File: src/rtl/addsub_arbiter.sv
// addsub_arbiter: two requesters share one 64-bit adder/subtractor.
// A round-robin req/gnt arbiter latches the winning operands. The adder
// runs for one cycle, and the result and Y86 flags come back registered.
module addsub_arbiter #(
  parameter int unsigned WIDTH = 64
) (
  input  logic             clk,
  input  logic             rst,
  input  logic             req0,
  input  logic             req1,
  input  logic             sub0,
  input  logic             sub1,
  input  logic [WIDTH-1:0] a0,
  input  logic [WIDTH-1:0] b0,
  input  logic [WIDTH-1:0] a1,
  input  logic [WIDTH-1:0] b1,
  output logic             gnt0,
  output logic             gnt1,
  output logic             busy,
  output logic             done,
  output logic             done_id,
  output logic [WIDTH-1:0] result,
  output logic             carry,
  output logic             zf,
  output logic             sf,
  output logic             of
);

  localparam int unsigned EW = WIDTH + 1;

  localparam logic [0:0] S_IDLE = 1'b0;
  localparam logic [0:0] S_BUSY = 1'b1;

  logic [0:0]       state;
  logic [0:0]       state_next;
  logic             last_id;
  logic [WIDTH-1:0] op_a;
  logic [WIDTH-1:0] op_b;
  logic             op_sub;
  logic             op_id;

  logic             elig0_c;
  logic             elig1_c;
  logic             win_valid_c;
  logic             win_id_c;
  logic [WIDTH-1:0] b_eff_c;
  logic [EW-1:0]    sum_c;
  logic             c_msb_in_c;

  // Eligibility, round-robin winner and next state
  always_comb begin
    state_next  = state;
    elig0_c     = req0 & ~gnt0;
    elig1_c     = req1 & ~gnt1;
    win_valid_c = elig0_c | elig1_c;
    // Both eligible: take the port not granted last; otherwise the lone one
    win_id_c    = (elig0_c & elig1_c) ? ~last_id : elig1_c;
    case (state)
      S_IDLE:  if (win_valid_c) state_next = S_BUSY;
      S_BUSY:  state_next = win_valid_c ? S_BUSY : S_IDLE;
      default: state_next = S_IDLE;
    endcase
  end

  // Shared adder on latched operands; subtract is a + ~b + 1
  always_comb begin
    b_eff_c    = op_sub ? ~op_b : op_b;
    sum_c      = EW'(op_a) + EW'(b_eff_c) + EW'(op_sub);
    // Carry into the MSB is recovered from the MSB sum bit
    c_msb_in_c = sum_c[WIDTH-1] ^ op_a[WIDTH-1] ^ b_eff_c[WIDTH-1];
  end

  assign busy = (state == S_BUSY);

  // State, grant, operand latch and result registers
  always_ff @(posedge clk) begin
    if (rst) begin
      state   <= S_IDLE;
      last_id <= 1'b1;
      gnt0    <= 1'b0;
      gnt1    <= 1'b0;
      done    <= 1'b0;
      done_id <= 1'b0;
      result  <= '0;
      carry   <= 1'b0;
      zf      <= 1'b0;
      sf      <= 1'b0;
      of      <= 1'b0;
      op_a    <= '0;
      op_b    <= '0;
      op_sub  <= 1'b0;
      op_id   <= 1'b0;
    end else begin
      state <= state_next;
      gnt0  <= win_valid_c & ~win_id_c;
      gnt1  <= win_valid_c & win_id_c;
      done  <= (state == S_BUSY);
      if (win_valid_c) begin
        last_id <= win_id_c;
        op_id   <= win_id_c;
        op_a    <= win_id_c ? a1 : a0;
        op_b    <= win_id_c ? b1 : b0;
        op_sub  <= win_id_c ? sub1 : sub0;
      end
      if (state == S_BUSY) begin
        done_id <= op_id;
        result  <= sum_c[WIDTH-1:0];
        carry   <= sum_c[WIDTH];
        zf      <= (sum_c[WIDTH-1:0] == '0);
        sf      <= sum_c[WIDTH-1];
        of      <= c_msb_in_c ^ sum_c[WIDTH];
      end
    end
  end

endmodule

File: config.mk
export PLATFORM = sky130hd
export DESIGN_NAME = addsub_arbiter
export DESIGN_NICKNAME = d
export VERILOG_FILES = /design/src/rtl/addsub_arbiter.sv
export SDC_FILE = /design/constraint.sdc
export NUM_CORES = 1
export LEC_CHECK = 0
export CAP_MARGIN = 5
export CORE_MARGIN = 1.5
export CORE_UTILIZATION = 30
export DETAILED_ROUTE_END_ITERATION = 16
export SYNTH_ARGS = -nofsm -noshare
export SYNTH_HDL_FRONTEND = slang
export SYNTH_SLANG_ARGS = --single-unit
File: constraint.sdc
create_clock -name clk -period 5.1 [get_ports clk]
set_input_delay 1.275 -clock clk [delete_from_list [all_inputs] [get_ports clk]]
set_output_delay 1.275 -clock clk [all_outputs]
set_load 0.02 [all_outputs]
# After elaboration in Yosys (flattened, before gate mapping)
# Index checks and enable logic that the tools add are counted.
# word_totals
ff_bits	204
latchBits	0
ramBits	0
mem_bits_ro	0
input_bits	262
wordCells	38
memories	0
# op_classes
add_sub_neg	2
n_mul	0
n_div	0
n_lt_le_gt_ge	0
eq_ne	0
shift	0
muxes	6
bitwise_logic	14
n_reduce_logical	1
# ops
cell	n
two-way mux 64 bit	3
adder 64 x 64 -> 65 bit	1
adder 65 x 1 -> 65 bit	1
zero test 64 bit	1
NOT 64 bit	1
AND 1 bit	5
NOT 1 bit	4
two-way mux 1 bit	3
XOR 1 bit	3
bitwise OR 1 bit	1

# Logic depth before layout (Yosys ltp)
# Gate-level depths: netlist of run 1.
# logic_depth
ltp_word	7
depth_mapped	16
ltp_nobuf	14

# Least setup slack after synthesis of run 1
# Ideal clock, no wire load.
# synth_timing
path_kind	reg-to-reg
startpoint	register op_sub
endpoint	register zf
t_arrival_ps	3910
required_ps	5041
slack_ps	1130
path_stages_with_launch	15
synth_period_minus_slack_ps	3970
cell_sequence	dfxtp_1 > clkbuf_1 > buf_1 > xor2_1 > ha_1 > clkbuf_1 > nand4_1 > or2_2 > or4_1 > o2bb2ai_1 > xor2_1 > or4bb_1 > nor4_1 > nand4_1 > nand2_1
# synth_between
elab_chain_cells	4
# synth_rtl
element	line_no	rtl
from (decl)	39	logic op_sub;
from (signal assigned)	103	op_sub <= win_id_c ? sub1 : sub0;
two-way mux 64 bit	67	b_eff_c = op_sub ? ~op_b : op_b;
adder 64 x 64 -> 65 bit	68	sum_c = EW'(op_a) + EW'(b_eff_c) + EW'(op_sub);
adder 65 x 1 -> 65 bit *	68	
zero test 64 bit *	109	zf <= (sum_c[WIDTH-1:0] == '0);
to (signal assigned)	109	
to (decl)	24	output logic zf,
# Mark *: on every way between the ends. The rest lies on a longest branch, timed or not.
# A chain may end at the register's enable or synchronous reset.

# Worst setup path in the final report of run 1
# Same ends and word-level chain as after synthesis.

==> results.toml, run 1 <==
[synth]
netlist_instances = 1603
ys_ff_latch = 203
ys_types = 78
synth_nets = 1935
ys_top_cells_by_area = "dfxtp_1 32%, a21oi_1 8.6%, a22oi_1 7.4%, ha_1 6.8%, nand2_1 6.7%"
synth-seq-area-share_pct = 31.8
avgSynthCellArea_um2 = 7.96
async_reset_ff_share_pct = 0
synthFlopType = "dfxtp_1"
ys_warn_count = 0
yosysTopAreaCellShare_pct = 31.8
synth_area_um2 = 12800
synth_edf_count = 0
yosys.area.top_type = "dfxtp_1"

[timing]
fin_hold_ws_ps = 472
slew-limit-headroom_pct = 37.0
slew_violations = 0
rsz0062_at_grt = "false"
skew_ps = 23.6
setup_viol = 0
hold_viol_final = 0
fmax_ghz = 0.221
timing.setup.tns_ps = 0
fin_crit_sh_pct = 88.6
worst_slew_pin_slew_ps = 945
min_period_ps = 4520

[grt]
grt_pass1_wl_um = 76500
grt_overflow = 0
antenna_found_initial = 0
grt_use_total_pct = 22.2
grt_pass1_vias = 12905
grt_max_degree = 102

[setup_path]
crit_required_ps = 5570
critPathCaptureType = "flop"
crit_path_start_kind = "flop"
crit_family = "simple AND/OR/NAND/NOR gates"
cpPeakStageDelay_ps = 690
crit_chain = "buf_12 > xor2_1 > ha_1 > nand4_1 > or2_2 > nor3_1 > nor3_1 > o21ai_0 > xnor2_1 > or3b_2 > nor4_1 > nand4_1 > nand2_1"
critical_path_class = "flop to flop"
crit_slowest_cell = "ha_1"
cp.buffers_inverters = 1
cp.arrival_ps = 4990
crit_fanout = 40

[power]
internal-power_w = 0.00380
combPwrFrac_pct = 38.5
switchingPower_w = 0.00227
pwr-share-seq_pct = 31.5
power-per-cell-area_nw_per_um2 = 348
power_w = 0.00606
clkPwrFrac_pct = 30.0
ir_worst_vdd_mv = 0.166
swShare_pct = 37.4
leakage_nw = 6.77

[floorplanning]
coreArea_um2 = 41900
num_rows = 75
ios = 335
die_area_um2 = 43800
die-height_um = 209
die_w_um = 209
start_util_pct = 30.4

[detailed_routing]
wl_um = 50100
drt_first_pass_iters = 5
avgViaCountPerCell = 5.36
routedWlPerCell_um = 20.5
dr.first_iter.drc_count = 871
ant_nets = 0
drcViolationCount = 0
dr_total_vias = 13057

[clocking]
ctsHtreeMaxLevel = 1
cts_tree = "yes"
post_cts_resized = 0
cts_made_buffers = 26
clock-sinks = 203
hold_buffers = 0
cts_root_buffer = "clkbuf_16"
clkSlewWorstSetupHoldPaths_ps = 60
cts_setup_buffers = 0
clk_latency_ps = 550
clockBufferDepth = 3

[cells_and_area]
insertedDiodeCount = 0
utilization_pct = 41.6
layout-drive-gt1-share_pct = 5.32
fin_nets = 2213
syn2layout_area_growth_pct = 36.6

[place]
dp.final_hpwl_um = 39900
place_congestion = 0.972
place.port_buffers = 334

[outcome]
status = "finished, final reports clean"

[flow_run]
cap_viol_max_count = 0

[min_path]
hold_class = "flop to flop"
-- tightest hold or removal path, cell delays in order, from the launching register on --
cell	delay [ps]
dfxtp_1	310
nand2_1	60
a21oi_1	50
-- cells in the mapped netlist (all sizes together) (6+ instances only) --
cell    number
nand3       12
nand2b      11
clkbuf      75
or2          6
xor2        89
o21bai      10
nand4       27
a21oi      232
nor2b        7
nor2       137
o211ai       7
mux2i       58
nand2      227
o21ai       69
buf         23
xnor2       33
inv         13
a22oi      126
dfxtp      203
a211oi      21
nor4         9
a31oi        8
o21a        16
ha          69
nor3        25
or3          6
a21o        12
-- area by class of cell --
| class | instances | area, um^2 |
|---|---|---|
| Fill cell | 4217 | 24500 |
| Multi-Input combinational cell | 1289 | 8290 |
| Sequential cell | 203 | 4070 |
| Timing Repair Buffer | 348 | 3500 |
| Clock buffer | 35 | 757 |
| Tap cell | 539 | 674 |
| Clock inverter | 11 | 96.3 |
| Inverter | 13 | 48.8 |
-- final timing paths --
path / start / end / slack [ps] / depth (start not counted)
max: op_sub / zf / 580 / 13
min: result[57] / result[57] / 470 / 2
max reg2reg: op_sub / zf / 580 / 13
min reg2reg: result[57] / result[57] / 470 / 2
-- registers in the layout, indices dropped and copies added, names as in the netlist --
name	flops
op_sub	1
op_id	1
op_b	64
gnt1	1
done	1
op_a	64
zf	1
gnt0	1
busy	1
result	64
carry	1
last_id	1
of	1
done_id	1
-- cells by family (layout without fill, tap and decap cells) --
| logic type | count (synthesis) | in the layout | share of synthesized area [%] |
|---|---|---|---|
| DFF | 203 | 203 | 31.8 |
| adders and majority gates | 70 | 70 | 6.92 |
| xor gates and xnor gates | 122 | 122 | 8.37 |
| AOI/OAI and AO/OA | 547 | 547 | 27.6 |
| muxes | 58 | 58 | 4.58 |
| buffers and inverters | 111 | 407 | 3.41 |
| and+or+nand+nor | 492 | 492 | 17.2 |
-- cell usage in the layout (no fill, tap or decap), types with 10 or more instances in the layout --
master / instances
a211oi_1: 17
a21o_1: 12
a21oi_1: 220
a21oi_2: 11
a22oi_1: 126
buf_4: 10
clkbuf_16: 28
clkdlybuf4s50_1: 333
dfxtp_1: 201
ha_1: 69
inv_1: 13
mux2i_1: 57
nand2_1: 227
nand2b_1: 11
nand3_1: 11
nand4_1: 25
nor2_1: 136
nor3_1: 24
o21a_1: 16
o21ai_0: 56
o21ai_1: 12
xnor2_1: 33
xor2_1: 89
-- per-layer routing --
metal  global-route usage (%)  vias to the layer above  share of wire, %
li1                         -                     6390                 -
met1                     33.4                     6240                50
met2                     33.5                      386                43
met3                     3.34                       41               5.8
met4                     4.12                        0               1.3
met5                        0                        -                 0
-- through the flow --
| stage | std cells | setup slack, ps | area (um^2) |
|---|---|---|---|
| floorplan | 1603 | 1130 | 12800 |
| global placement | 2392 | 682 | 16600 |
| detailed placement | 2392 | 687 | 16600 |
| CTS | 2438 | 651 | 17400 |
| global route | 2438 | 319 | 17400 |
| finish | 2438 | 583 | 17400 |
-- power by group through the flow --
stage	combinational (W)	sequential, W	clock [W]
after floorplan	0.00135	0.00196	0
after global placement	0.00231	0.00194	0
after detailed placement	0.00232	0.00194	0
after CTS	0.00233	0.00191	0.00186
after global routing	0.00254	0.00193	0.00194
final	0.00233	0.00191	0.00182
Note: power is estimated with default switching activity, not from simulation.
==> inputs of run 2 (changes only) <==
Settings changed: CORE_UTILIZATION 30 to 50, PLACE_DENSITY set to 0.82.
==> results.toml, run 2 (synthesis gave the netlist of run 1 again) <==
[setup_path]
crit_family = "simple AND/OR/NAND/NOR gates"
cpPeakStageDelay_ps = 680
crit_path_start_kind = "flop"
crit_required_ps = 5560
r2r_cells = 13
reg2reg_from = "op_sub"
crit_chain = "buf_12 > xor2_1 > ha_1 > nand4_1 > or2_2 > nor3_1 > nor3_1 > o21ai_0 > xnor2_1 > or3b_2 > nor4_1 > nand4_1 > nand2_1"
cp.arrival_ps = 5040
critPathCaptureType = "flop"
timing.rr.end = "zf"
crit_fanout = 30
r2r_setup_slack_ps = 520
crit_slowest_cell = "dfxtp_4"
cp.buffers_inverters = 1
critical_path_class = "flop to flop"

[timing]
slew_violations = 0
setup_viol = 0
rsz0062_at_grt = "false"
fmax_ghz = 0.219
worst_slew_pin_slew_ps = 1310
hold_viol_final = 0
min_period_ps = 4580
timing.setup.tns_ps = 0
skew_ps = 8.22
fin_crit_sh_pct = 89.7
fin_hold_ws_ps = 487
slew-limit-headroom_pct = 12.7

[detailed_routing]
ant_nets = 0
drcViolationCount = 0
routedWlPerCell_um = 20.5
drt_first_pass_iters = 5
dr.first_iter.drc_count = 1393
avgViaCountPerCell = 6.07
dr_total_vias = 13456
wl_um = 45500

[min_path]
worstHoldStart = "result[34]"
min_path_cells = 2
whs_endpoint = "result[34]"
hold_class = "flop to flop"

[place]
place_congestion = 1.02
place_area_um2 = 16300
place.port_buffers = 334
dp.final_hpwl_um = 35700

[clocking]
hold_buffers = 0
cts_setup_buffers = 0
clockBufferDepth = 3
clk_latency_ps = 520
post_cts_resized = 0
clkSlewWorstSetupHoldPaths_ps = 60
ctsHtreeMaxLevel = 1
cts_root_buffer = "clkbuf_16"
cts_made_buffers = 22
clock-sinks = 203
cts_tree = "yes"

[grt]
grt_pass1_wl_um = 69400
grt_max_degree = 127
grt_overflow = 0
grt_pass1_vias = 12641
antenna_found_initial = 0
grt_use_total_pct = 33.2

[floorplanning]
num_rows = 58
ios = 335
die_area_um2 = 26500
start_util_pct = 50.8
die-height_um = 163
die_w_um = 163
coreArea_um2 = 25100

[cells_and_area]
design_area_um2 = 17000
fin_nets = 2205
layout-drive-gt1-share_pct = 4.72
utilization_pct = 67.6
final_common_cell = "clkdlybuf4s50_1"
syn2layout_area_growth_pct = 33.1
insertedDiodeCount = 0
reg_top3 = "op_a: 64 flops, op_b: 64 flops, result: 64 flops"
final_cell_mix = "333 x clkdlybuf4s50_1, 227 x nand2_1, 220 x a21oi_1"

[outcome]
status = "finished, final reports clean"

[power]
power-per-cell-area_nw_per_um2 = 341
leakage_nw = 6.68
ir_worst_vdd_mv = 0.288

[flow_run]
cap_viol_max_count = 0
## run 2: cell types whose count changed in the layout (fill, tap and decap cells not counted)
cell	previous run	this run
clkinv_2	5	6
clkbuf_8	3	4
clkbuf_16	28	23
clkinvlp_4	2	0
inv_6	2	0
buf_4	10	7
clkinv_4	1	0
buf_12	4	3
## run 2: worst max-delay path by stage
stage                     startpoint  to  slack (ps)  depth (start not counted)
after floorplan               op_sub  zf        1130                         14
after global placement        op_sub  zf         660                         13
after detailed placement      op_sub  zf         650                         13
after CTS                     op_sub  zf         600                         13
after global routing          op_sub  zf         340                         13
final                         op_sub  zf         520                         13
## run 2: report_power, final
part | switching (W) | leakage, nW | total [W] | internal (W)
logic | 0.00138 | 4.65 | 0.00232 | 0.000938
registers | 0.000149 | 1.68 | 0.00191 | 0.00176
clock network | 0.000645 | 0.355 | 0.00157 | 0.000927
## run 2: per-stage QoR
stage	setup WS (ps)	instances	power, W
3_3_place_gp	662	2179	0.00417
3_5_place_dp	647	2179	0.00419
2_1_floorplan	1130	1603	0.00332
5_1_grt	343	2217	0.00606
6_report	524	2217	0.00580
4_1_cts	605	2217	0.00576
## run 2: area by class of cell
cell class	instances	area, um^2
fillers	2145	8130
clock buffers	31	646
well taps	330	413
clock inverters	7	60.1
flip-flops and latches	203	4070
repair buffers	344	3460
inverters	13	48.8
multi-input cells	1289	8290
## run 2: worst register-to-register path, delay by kind of cell, from the launching register on
family,cells,cell delay [ps]
flops,1,680
compound gates,1,230
xor+xnor,2,300
simple gates,8,2420
fa+ha+maj,1,620
buf+inv,1,290
## run 2: per-layer routing
layer  GRT usage (%)  vias up  share of wire (%)
li1                -     6352                  -
met1            49.0     6452                 47
met2            49.4      591                 42
met3            6.72       61                8.7
met4            7.76        0                2.1
met5               0        -                  0
